[config.mk]
export PLATFORM = sky130hd
export DESIGN_NAME = video_pattern_gen
export DESIGN_NICKNAME = d
export VERILOG_FILES = /design/src/rtl/video_pattern_gen.sv
export SDC_FILE = /design/constraint.sdc
export NUM_CORES = 1
export LEC_CHECK = 0
export ABC_AREA = 1
export ABC_CLOCK_PERIOD_IN_PS = 4850
export BUFFER_PORTS_ARGS = -buffer_cell sky130_fd_sc_hd__buf_2
export CAP_MARGIN = 20
export CORE_MARGIN = 10
export CORE_UTILIZATION = 56
export CTS_CLUSTER_DIAMETER = 40
export DETAILED_ROUTE_END_ITERATION = 8
export PLACE_DENSITY_LB_ADDON = 0.12
export SLEW_MARGIN = 15
export SYNTH_ARGS = -nofsm -noshare
export SYNTH_HDL_FRONTEND = slang
export SYNTH_SLANG_ARGS = --single-unit
[constraint.sdc]
create_clock -name app_clk -period 4.85 [get_ports app_clk]
set_input_delay 0.2425 -clock app_clk [delete_from_list [all_inputs] [get_ports app_clk]]
set_output_delay 0.2425 -clock app_clk [all_outputs]
set_load 0.005 [all_outputs]
[src/rtl/video_pattern_gen.sv]
// Video timing source with a binary foreground pattern (rectangles or checkerboard).
// Every output is a registered decode of the h/v counters, one cycle behind them.
module video_pattern_gen #(
   parameter int H_ACTIVE = 640,
   parameter int H_BLANK = 150,
   parameter int V_ACTIVE = 480,
   parameter int V_BLANK = 20,
   parameter int NUM_RECTS = 2,
   parameter int RECT_W = 180,
   parameter int RECT_H = 94,
   parameter logic [11*NUM_RECTS-1:0] RECT_X0 = {11'd450, 11'd21},
   parameter logic [11*NUM_RECTS-1:0] RECT_Y0 = {11'd300, 11'd6},
   parameter logic [3:0] VEL = 4'd2,
   parameter int CHECK_LOG2 = 5
) (
   input  logic        app_clk,
   input  logic        app_rst,
   input  logic        en,
   input  logic [1:0]  mode,
   output logic [10:0] vid_hpos,
   output logic [10:0] vid_vpos,
   output logic        vid_active_pix,
   output logic        vid_preload_line,
   output logic        frame_start,
   output logic        foregnd_px
);

   localparam logic [10:0] H_LAST = 11'(H_ACTIVE + H_BLANK - 1);
   localparam logic [10:0] V_LAST = 11'(V_ACTIVE + V_BLANK - 1);
   localparam logic [10:0] H_ACT = 11'(H_ACTIVE);
   localparam logic [10:0] V_ACT = 11'(V_ACTIVE);
   localparam logic [12:0] X_MAX = 13'(H_ACTIVE - RECT_W);
   localparam logic [12:0] Y_MAX = 13'(V_ACTIVE - RECT_H);
   localparam logic [11:0] RW = 12'(RECT_W);
   localparam logic [11:0] RH = 12'(RECT_H);
   localparam logic [4:0] VEL_POS = {1'b0, VEL};
   localparam logic [4:0] VEL_NEG = 5'd0 - {1'b0, VEL};

   logic [10:0] hcnt_q, hcnt_d;
   logic [10:0] vcnt_q, vcnt_d;
   logic [10:0] nextLine;
   logic        lineEnd;
   logic        frameEnd;

   logic [10:0] x_q [NUM_RECTS];
   logic [10:0] x_d [NUM_RECTS];
   logic [10:0] y_q [NUM_RECTS];
   logic [10:0] y_d [NUM_RECTS];
   logic [4:0]  vx_q [NUM_RECTS];
   logic [4:0]  vx_d [NUM_RECTS];
   logic [4:0]  vy_q [NUM_RECTS];
   logic [4:0]  vy_d [NUM_RECTS];

   logic        moveNow;
   logic [12:0] nx;
   logic [12:0] ny;

   logic        activeNow;
   logic [10:0] hposNow;
   logic        hit;
   logic        fgNow;

   always_comb begin
      lineEnd  = (hcnt_q == H_LAST);
      frameEnd = lineEnd && (vcnt_q == V_LAST);
      nextLine = (vcnt_q == V_LAST) ? 11'd0 : vcnt_q + 11'd1;
      hcnt_d   = lineEnd ? 11'd0 : hcnt_q + 11'd1;
      vcnt_d   = lineEnd ? nextLine : vcnt_q;
   end

   // Bounce test uses a 13-bit sum so a step below zero shows up in the top bit.
   always_comb begin
      moveNow = en && (mode == 2'd2) && frameEnd;
      nx = '0;
      ny = '0;
      for (int i = 0; i < NUM_RECTS; i++) begin
         x_d[i]  = x_q[i];
         y_d[i]  = y_q[i];
         vx_d[i] = vx_q[i];
         vy_d[i] = vy_q[i];
         nx = {2'b00, x_q[i]} + {{8{vx_q[i][4]}}, vx_q[i]};
         ny = {2'b00, y_q[i]} + {{8{vy_q[i][4]}}, vy_q[i]};
         if (moveNow) begin
            if (!nx[12] && (nx <= X_MAX)) begin
               x_d[i] = nx[10:0];
            end else begin
               vx_d[i] = 5'd0 - vx_q[i];
            end
            if (!ny[12] && (ny <= Y_MAX)) begin
               y_d[i] = ny[10:0];
            end else begin
               vy_d[i] = 5'd0 - vy_q[i];
            end
         end
      end
   end

   always_comb begin
      activeNow = (hcnt_q < H_ACT) && (vcnt_q < V_ACT);
      hposNow   = (hcnt_q < H_ACT) ? hcnt_q : H_ACT - 11'd1;
      hit = 1'b0;
      for (int i = 0; i < NUM_RECTS; i++) begin
         if (({1'b0, x_q[i]} <= {1'b0, hcnt_q}) && ({1'b0, hcnt_q} < {1'b0, x_q[i]} + RW) &&
             ({1'b0, y_q[i]} <= {1'b0, vcnt_q}) && ({1'b0, vcnt_q} < {1'b0, y_q[i]} + RH)) begin
            hit = 1'b1;
         end
      end
      fgNow = 1'b0;
      case (mode)
         2'd1, 2'd2: fgNow = hit;
         2'd3:       fgNow = hcnt_q[CHECK_LOG2] ^ vcnt_q[CHECK_LOG2];
         default:    fgNow = 1'b0;
      endcase
      fgNow = fgNow && activeNow;
   end

   // With en low the counters and position outputs hold while the strobes drop to 0.
   always_ff @(posedge app_clk or posedge app_rst) begin
      if (app_rst) begin
         hcnt_q           <= '0;
         vcnt_q           <= '0;
         vid_hpos         <= '0;
         vid_vpos         <= '0;
         vid_active_pix   <= 1'b0;
         vid_preload_line <= 1'b0;
         frame_start      <= 1'b0;
         foregnd_px       <= 1'b0;
         for (int i = 0; i < NUM_RECTS; i++) begin
            x_q[i]  <= RECT_X0[11*i +: 11];
            y_q[i]  <= RECT_Y0[11*i +: 11];
            vx_q[i] <= (i % 2 == 0) ? VEL_POS : VEL_NEG;
            vy_q[i] <= VEL_POS;
         end
      end else begin
         for (int i = 0; i < NUM_RECTS; i++) begin
            x_q[i]  <= x_d[i];
            y_q[i]  <= y_d[i];
            vx_q[i] <= vx_d[i];
            vy_q[i] <= vy_d[i];
         end
         if (en) begin
            hcnt_q           <= hcnt_d;
            vcnt_q           <= vcnt_d;
            vid_hpos         <= hposNow;
            vid_vpos         <= vcnt_q;
            vid_active_pix   <= activeNow;
            vid_preload_line <= (hcnt_q == H_ACT) && (nextLine < V_ACT);
            frame_start      <= (hcnt_q == 11'd0) && (vcnt_q == 11'd0);
            foregnd_px       <= fgNow;
         end else begin
            vid_active_pix   <= 1'b0;
            vid_preload_line <= 1'b0;
            frame_start      <= 1'b0;
            foregnd_px       <= 1'b0;
         end
      end
   end

endmodule

=== Word level (Yosys, flattened, before mapping) ===
Index checks and enable logic that the tools add are counted.

* Add/sub/neg operators: 14
* Reductions and logical operators: 33
* $lt $le $gt $ge: 15
* Equal/unequal tests: 6
* Bitwise logic cells: 5
* Mux-type cells: 10

{| class="wikitable"
|+ Operator list
! kind !! count
|-
| adder 12 x 5 -> 13 bit || 4
|-
| <= comparator 13 x 9 -> 1 bit (second input constant) || 4
|-
| less-than comparator 11 x 12 -> 1 bit || 4
|-
| <= comparator 11 bit || 4
|-
| 2-to-1 mux 11 bit || 3
|-
| adder 11 x 7 -> 12 bit (second input constant) || 2
|-
| adder 11 x 8 -> 12 bit (second input constant) || 2
|-
| adder 11 x 1 -> 11 bit (second input constant) || 2
|-
| == test 11 x 10 -> 1 bit (second input constant) || 2
|-
| zero test 11 bit || 2
|-
| less-than comparator 11 x 9 -> 1 bit (second input constant) || 2
|-
| subtractor 1 x 5 -> 5 bit (first input constant) || 4
|-
| AND reduction 2 bit || 9
|-
| logical AND 1 bit || 17
|-
| == test 11 x 9 -> 1 bit (second input constant) || 1
|-
| less-than comparator 11 x 10 -> 1 bit (second input constant) || 1
|-
| 2-to-1 mux 1 bit || 6
|-
| == test 2 bit (second input constant) || 2
|-
| zero test 1 bit || 4
|-
| inverter 1 bit || 4
|-
| == test 2 x 1 -> 1 bit (second input constant) || 1
|-
| one-hot mux 1 bit (2 select lines) || 1
|-
| OR reduction 2 bit || 1
|-
| bitwise XOR 1 bit || 1
|}

* Output and inout port bits: 26
* Logic and storage cells: 99
* Bits in registers: 112

=== Depth between registers and ports, before layout ===
* Word-level depth: 10
* Gate-level depth with buffers: 21
* Mapped depth without buffers: 21

=== Worst setup path after synthesis ===
No wires, ideal clock.

* Kind: reg-to-reg
* Start point: register y_q[12] (netlist name)
* End point: register foregnd_px
* Required time: 4773 ps
* Setup time: 77 ps
* Slack: 2544 ps
* Cell stages (with the launch flop): 21
* Arrival: 2229 ps
* Clock period less this slack: 2306 ps
* Path through: dfstp_2 -> inv_1 -> ha_1 -> nand2_1 -> nand2_1 -> nand2_1 -> nand2_1 -> nor2_1 -> xnor2_1 -> ha_1 -> nand2_1 -> inv_1 -> nand2_1 -> nand2_1 -> nand2_1 -> nand2_1 -> nand2_1 -> nand2_1 -> nand2_1 -> nand2_1 -> a21oi_1

* Word-level cells in the longest chain between the ends: 8

{| class="wikitable"
|+ RTL lines
! element !! line !! source
|-
| start, declared || 47 || <nowiki>logic [10:0] y_q [NUM_RECTS];</nowiki>
|-
| start signal, assigned by index || 130 || <nowiki>y_q[i] <= RECT_Y0[11*i +: 11];</nowiki>
|-
| start signal, assigned by index || 137 || <nowiki>y_q[i] <= y_d[i];</nowiki>
|-
| adder 11 x 7 -> 12 bit / <= comparator 11 bit (equally long branches) || 104 || <nowiki>({1'b0, y_q[i]} <= {1'b0, vcnt_q}) && ({1'b0, vcnt_q} < {1'b0, y_q[i]} + RH)) begin</nowiki>
|-
| less-than comparator 11 x 12 -> 1 bit / logical AND 1 bit (equally long branches) || 104, 103 ||
|-
| logical AND 1 bit (*) || 104 ||
|-
| 2-to-1 mux 1 bit (*) (2 in series) || 103 || <nowiki>if (({1'b0, x_q[i]} <= {1'b0, hcnt_q}) && ({1'b0, hcnt_q} < {1'b0, x_q[i]} + RW) &&</nowiki>
|-
| one-hot mux 1 bit (2 select lines) (*) || 109 || <nowiki>case (mode)</nowiki>
|-
| logical AND 1 bit (*) || 114 || <nowiki>fgNow = fgNow && activeNow;</nowiki>
|-
| 2-to-1 mux 1 bit (*) || 141 || <nowiki>if (en) begin</nowiki>
|-
| end signal, assigned || 149 || <nowiki>foregnd_px <= fgNow;</nowiki>
|-
| end, declared || 25 || <nowiki>output logic foregnd_px</nowiki>
|}

Every way passes the cells marked *; elsewhere a longest branch is shown, timed or not.
A chain may end at the register's enable or synchronous reset.

=== Worst setup path in the final report ===
* Start point: register vy_q[9] (netlist name)
* End point: register y_q[19] (netlist name)

* Word-level cells in the longest chain between the ends: 4

{| class="wikitable"
|+ RTL lines
! element !! line !! source
|-
| start, declared || 51 || <nowiki>logic [4:0] vy_q [NUM_RECTS];</nowiki>
|-
| start signal, assigned by index || 139 || <nowiki>vy_q[i] <= vy_d[i];</nowiki>
|-
| adder 12 x 5 -> 13 bit (*) || 82 || <nowiki>ny = {2'b00, y_q[i]} + {{8{vy_q[i][4]}}, vy_q[i]};</nowiki>
|-
| <= comparator 13 x 9 -> 1 bit / zero test 1 bit (equally long branches) || 89 || <nowiki>if (!ny[12] && (ny <= Y_MAX)) begin</nowiki>
|-
| logical AND 1 bit || 89 ||
|-
| AND reduction 2 bit (no source line) || n/a ||
|}

Marks and branches as above.

==> results.md <==
Setup path:
- The data required time at the worst endpoint is ~5.1 ns.
- The type of the worst setup path is reg2reg.
- For the worst flop-to-flop path, the logic depth is 13.
- The startpoint identified for the worst register-to-register timing path is vy_q[9].
- The endpoint identified for the worst register-to-register timing path is y_q[19].
- The kind of start point of the critical path is a flip-flop.
- The maximum fanout along the worst path is 11.
- The setup slack of the most critical reg-to-reg path is ~2.0 ns.
- The arrival time of the worst setup path is 3.13 ns.
- The critical path capture point type is a flip-flop.

GRT:
- The pin count of the biggest net entering global routing is between 50 and 60.
- The wire length of the first global-routing pass is between 30000 and 40000 microns.
- The via count of the first global-routing pass is 7658.
- Global routing used just over 20% of the available tracks.
- After global routing the overflow that remains totals 0.
- The number of antenna violations at the first check in global routing was 0.

Logic synthesis:
- Sequential elements use 27.0% of the synthesized area.
- Summing every instance area after synthesis gives just over 9000 sq um.
- The synthesized design spends more area on one cell type than any other, namely sky130_fd_sc_hd__dfrtp_1.
- The fraction of registers with async set/reset is 100%.
- The arithmetic-cell share of the synthesized area counting full adders, half adders and majority gates is a little under a fifth.
- In this run the mean area of a mapped cell was between 7 and 8 sq um.
- The count of state elements after synthesis is 100.
- Yosys mapped a number of flops with a built-in enable equal to 0.
- The combinational family with the most area after synthesis is simple AND/OR/NAND/NOR gates.
- The unique cell type count in the Yosys netlist is 48.
- The xor and xnor area share after synthesis is approximately 5.2%.
- Synthesis handed over a netlist of 1307 instances.
- The area share of and/or/nand/nor cells after synthesis is 32.1%.
- The Yosys step of the flow raised 0 warnings.
- After synthesis, the cell types taking the most area are sky130_fd_sc_hd__dfrtp_1 23%, sky130_fd_sc_hd__ha_1 18%, sky130_fd_sc_hd__nand2_1 15%.
- Of the post-synthesis cell area, the dominant cell type holds a little under a quarter.
- The leading register cell type out of synthesis is sky130_fd_sc_hd__dfrtp_1.
- The share of synthesized area spent on multiplexers is 0%.
- When the netlist entered floorplanning its net count stood at 1450.
- The share of the synthesized area in compound gates (AO/OA/AOI/OAI) is approximately 9.0%.

Route:
- The post-route antenna net violation count is 0.
- The detailed router used layers up to and including met4.
- Detailed routing inserted a total of between 8000 and 9000 vias.
- The routed via count divided by cell count is about 5.4.
- The detailed-routed wire length on met3 is 1310 microns.
- Wire segments on met2 add up to around 9600 microns in the final route.
- The routed metal-1 wirelength is ~11000 microns.
- The total wire length after detailed routing is about 22000 microns.
- For this run, design rule violations remaining after detail routing come to 0.
- The detailed router finished its first iteration with 776 violations.
- The routed length per placed instance is 14.3 microns.
- The first detailed-routing pass ran for 5 iterations.

Floorplan:
- The die is 149 microns tall.
- The starting density of the core is a little under three fifths.
- The area of the core is around 16000 sq um.
- The floorplan step defined a die boundary enclosing approximately 22000 sq um.
- The chip width is ~150 microns.
- The initialized floorplan defines 47 standard-cell rows.
- The number of top-level pins is 31.

CTS:
- The number of resized instances in the post-cts repair step is 0.
- The clock passes through at most 2 buffers.
- TritonCTS built the clock tree.
- Buffers inserted during clock tree synthesis total 9.
- Clock-pin slew was measured on the worst setup and hold paths at around 0.07 ns.
- The number of hold buffers added after CTS is 0.
- The cell at the root of the clock tree is sky130_fd_sc_hd__clkbuf_16.
- The number of setup buffers added after CTS is 0.
- The H-tree was split into 3 levels.
- Counting every sink on the clock net gives 100.
- The later pin in the worst-skew pair is clocked with a latency of 0.36 ns.

STA:
- Between clock sinks in the finished design, the worst skew comes to roughly 0.012 ns.
- Setup repair after global routing left no endpoint under its margin.
- The highest attainable clock frequency is roughly 0.35 GHz.
- Setup violations remaining at the end of the flow were counted as 0.
- The worst-margin pin slew is 0.692 ns.
- The setup TNS is 0 ns.
- The worst max-slew margin expressed relative to the limit is roughly 54%.
- The worst hold slack across all endpoints is -0.00486 ns.
- The final-report max-slew violation count is 0.
- The final critical path takes up between 50% and 60% of the cycle.
- The hold violation total from the final report came to 3.
- The shortest period the worst path allows is ~2.9 ns.

Power and ir drop:
- The reported leakage power is 0.00557 uW.
- Across the VDD grid, the largest voltage drop is 0.189 mV.
- Overall power consumption after layout is estimated at between 2000 and 2500 uW.
- The total power divided by cell area is 222 nW/um^2.

Placement:
- The HPWL after detailed placement is 17300 microns.
- The routability congestion estimate is slightly below 0.9.
- Port buffering added 30 buffers.

Status:
- The final reports fail on negative hold slack.
- The flow ran to the end, but the final reports show violations.

Layout:
- At the end of the flow, the number of nets in the layout was around 1500.
- Relative to the synthesized area, the layout overhead comes to 7.30%.
- The antenna diode count is 0.
- The fraction of final layout cells with drive strength greater than 1 is under 10%.
- Fill cells in the final layout number around 1500.

Run:
- The max-cap violation count is 0.

Min path:
- The class of the tightest hold or removal check is in2async.
logic make-up (layout without fill, tap and decap cells):
logic type / after synthesis / after routing
buffers and inverters: 187 / 221
AO/OA/AOI/OAI: 148 / 148
AND/OR/NAND/NOR: 679 / 679
flip-flops: 100 / 100
XOR/XNOR: 55 / 55
adder cells (fa/ha/maj): 138 / 138
worst max-delay path: stages (launching register included):
cell	delay, ns
sky130_fd_sc_hd__dfrtp_1	0.51
sky130_fd_sc_hd__ha_1	0.40
sky130_fd_sc_hd__a21oi_1	0.28
sky130_fd_sc_hd__nand2_1	0.14
sky130_fd_sc_hd__nor2_1	0.10
sky130_fd_sc_hd__nand2_1	0.05
sky130_fd_sc_hd__nand2_1	0.08
sky130_fd_sc_hd__nand2_1	0.06
sky130_fd_sc_hd__nand3_1	0.10
sky130_fd_sc_hd__nand3_1	0.07
sky130_fd_sc_hd__nor2_1	0.48
sky130_fd_sc_hd__nand2_1	0.32
sky130_fd_sc_hd__nand2_1	0.13
sky130_fd_sc_hd__nand2_1	0.05
synth_stat cells (7+ instances only):
| library cell | n |
|---|---|
| sky130_fd_sc_hd__xnor2_1 | 14 |
| sky130_fd_sc_hd__a21oi_1 | 76 |
| sky130_fd_sc_hd__nand4_1 | 38 |
| sky130_fd_sc_hd__o21ai_0 | 38 |
| sky130_fd_sc_hd__ha_1 | 134 |
| sky130_fd_sc_hd__inv_1 | 164 |
| sky130_fd_sc_hd__xor2_1 | 41 |
| sky130_fd_sc_hd__nand2_1 | 376 |
| sky130_fd_sc_hd__inv_2 | 8 |
| sky130_fd_sc_hd__nor3_1 | 21 |
| sky130_fd_sc_hd__nand3_1 | 96 |
| sky130_fd_sc_hd__o21a_1 | 7 |
| sky130_fd_sc_hd__nor2_1 | 109 |
| sky130_fd_sc_hd__dfstp_2 | 15 |
| sky130_fd_sc_hd__dfrtp_1 | 85 |
| sky130_fd_sc_hd__nand3b_1 | 14 |
where the power goes:
group	total (uW)	internal [uW]	switching [uW]
sequential	995	891	104
combinational	439	155	284
clock	788	419	370
total	2220	1460	758
final cells by class:
cell class / count / area (sq um) / area share, %
Tap cell: 220 / 275 / 2.75
Timing Repair Buffer: 31 / 158 / 1.57
Clock buffer: 9 / 225 / 2.25
Clock inverter: 7 / 100 / 0.999
Inverter: 174 / 661 / 6.59
Sequential cell: 100 / 2520 / 25.2
Multi-Input combinational cell: 1020 / 6080 / 60.7
metrics by stage:
| stage | area, sq um | std cells | util (%) | worst slack [ns] |
|---|---|---|---|---|
| final | 10000 | 1561 | 60.9 | 1.97 |
| after global routing | 10000 | 1561 | 60.9 | 1.58 |
| after CTS | 10000 | 1561 | 60.9 | 1.98 |
| after detailed placement | 9690 | 1545 | 58.9 | 1.99 |
| after global placement | 9690 | 1545 | 58.9 | 2.11 |
| after floorplan | 9340 | 1307 | - | 2.01 |
routing by layer:
layer,GRT usage (%),up-vias
met5,0,-
met4,4.86,0
met3,3.37,29
met2,31.0,198
met1,28.8,3840
li1,-,4365
flip-flops by register name, indices dropped and copies added (netlist names):
register / flops
frame_start: 1
hcnt_q: 11
vcnt_q: 11
foregnd_px: 1
y_q: 20
vy_q: 6
vid_vpos: 11
x_q: 20
vid_preload_line: 1
vx_q: 6
vid_active_pix: 1
vid_hpos: 11
worst max path at each step:
stage	startpoint	endpoint	slack [ns]	cells past startpoint
after detailed placement	vy_q[9]	y_q[14]	1.99	13
after global routing	vy_q[9]	y_q[18]	1.58	13
after CTS	vy_q[9]	y_q[14]	1.98	13
after global placement	y_q[12]	y_q[18]	2.11	13
final	vy_q[9]	y_q[19]	1.97	13
after floorplan	app_rst	foregnd_px	2.01	1
cell usage in the layout, fill, tap and decap left out, drive strengths merged, types with 2 or more instances in the layout:
cell type / synthesis / layout
a21boi: 2 / 2
o21ai: 40 / 40
fa: 4 / 4
buf: 9 / 31
nand2: 382 / 382
clkbuf: 4 / 9
ha: 134 / 134
inv: 172 / 176
a21o: 6 / 6
xor2: 41 / 41
nor3: 23 / 23
a21oi: 80 / 80
nand4: 39 / 39
clkinv: 2 / 4
nor2: 114 / 114
nand3: 101 / 101
nand3b: 14 / 14
nor4: 2 / 2
xnor2: 14 / 14
dfrtp: 85 / 85
a31oi: 4 / 4
o21bai: 6 / 6
dfstp: 15 / 15
o21a: 7 / 7
or2: 2 / 2
No activity file was read; power rests on OpenSTA's default activity.
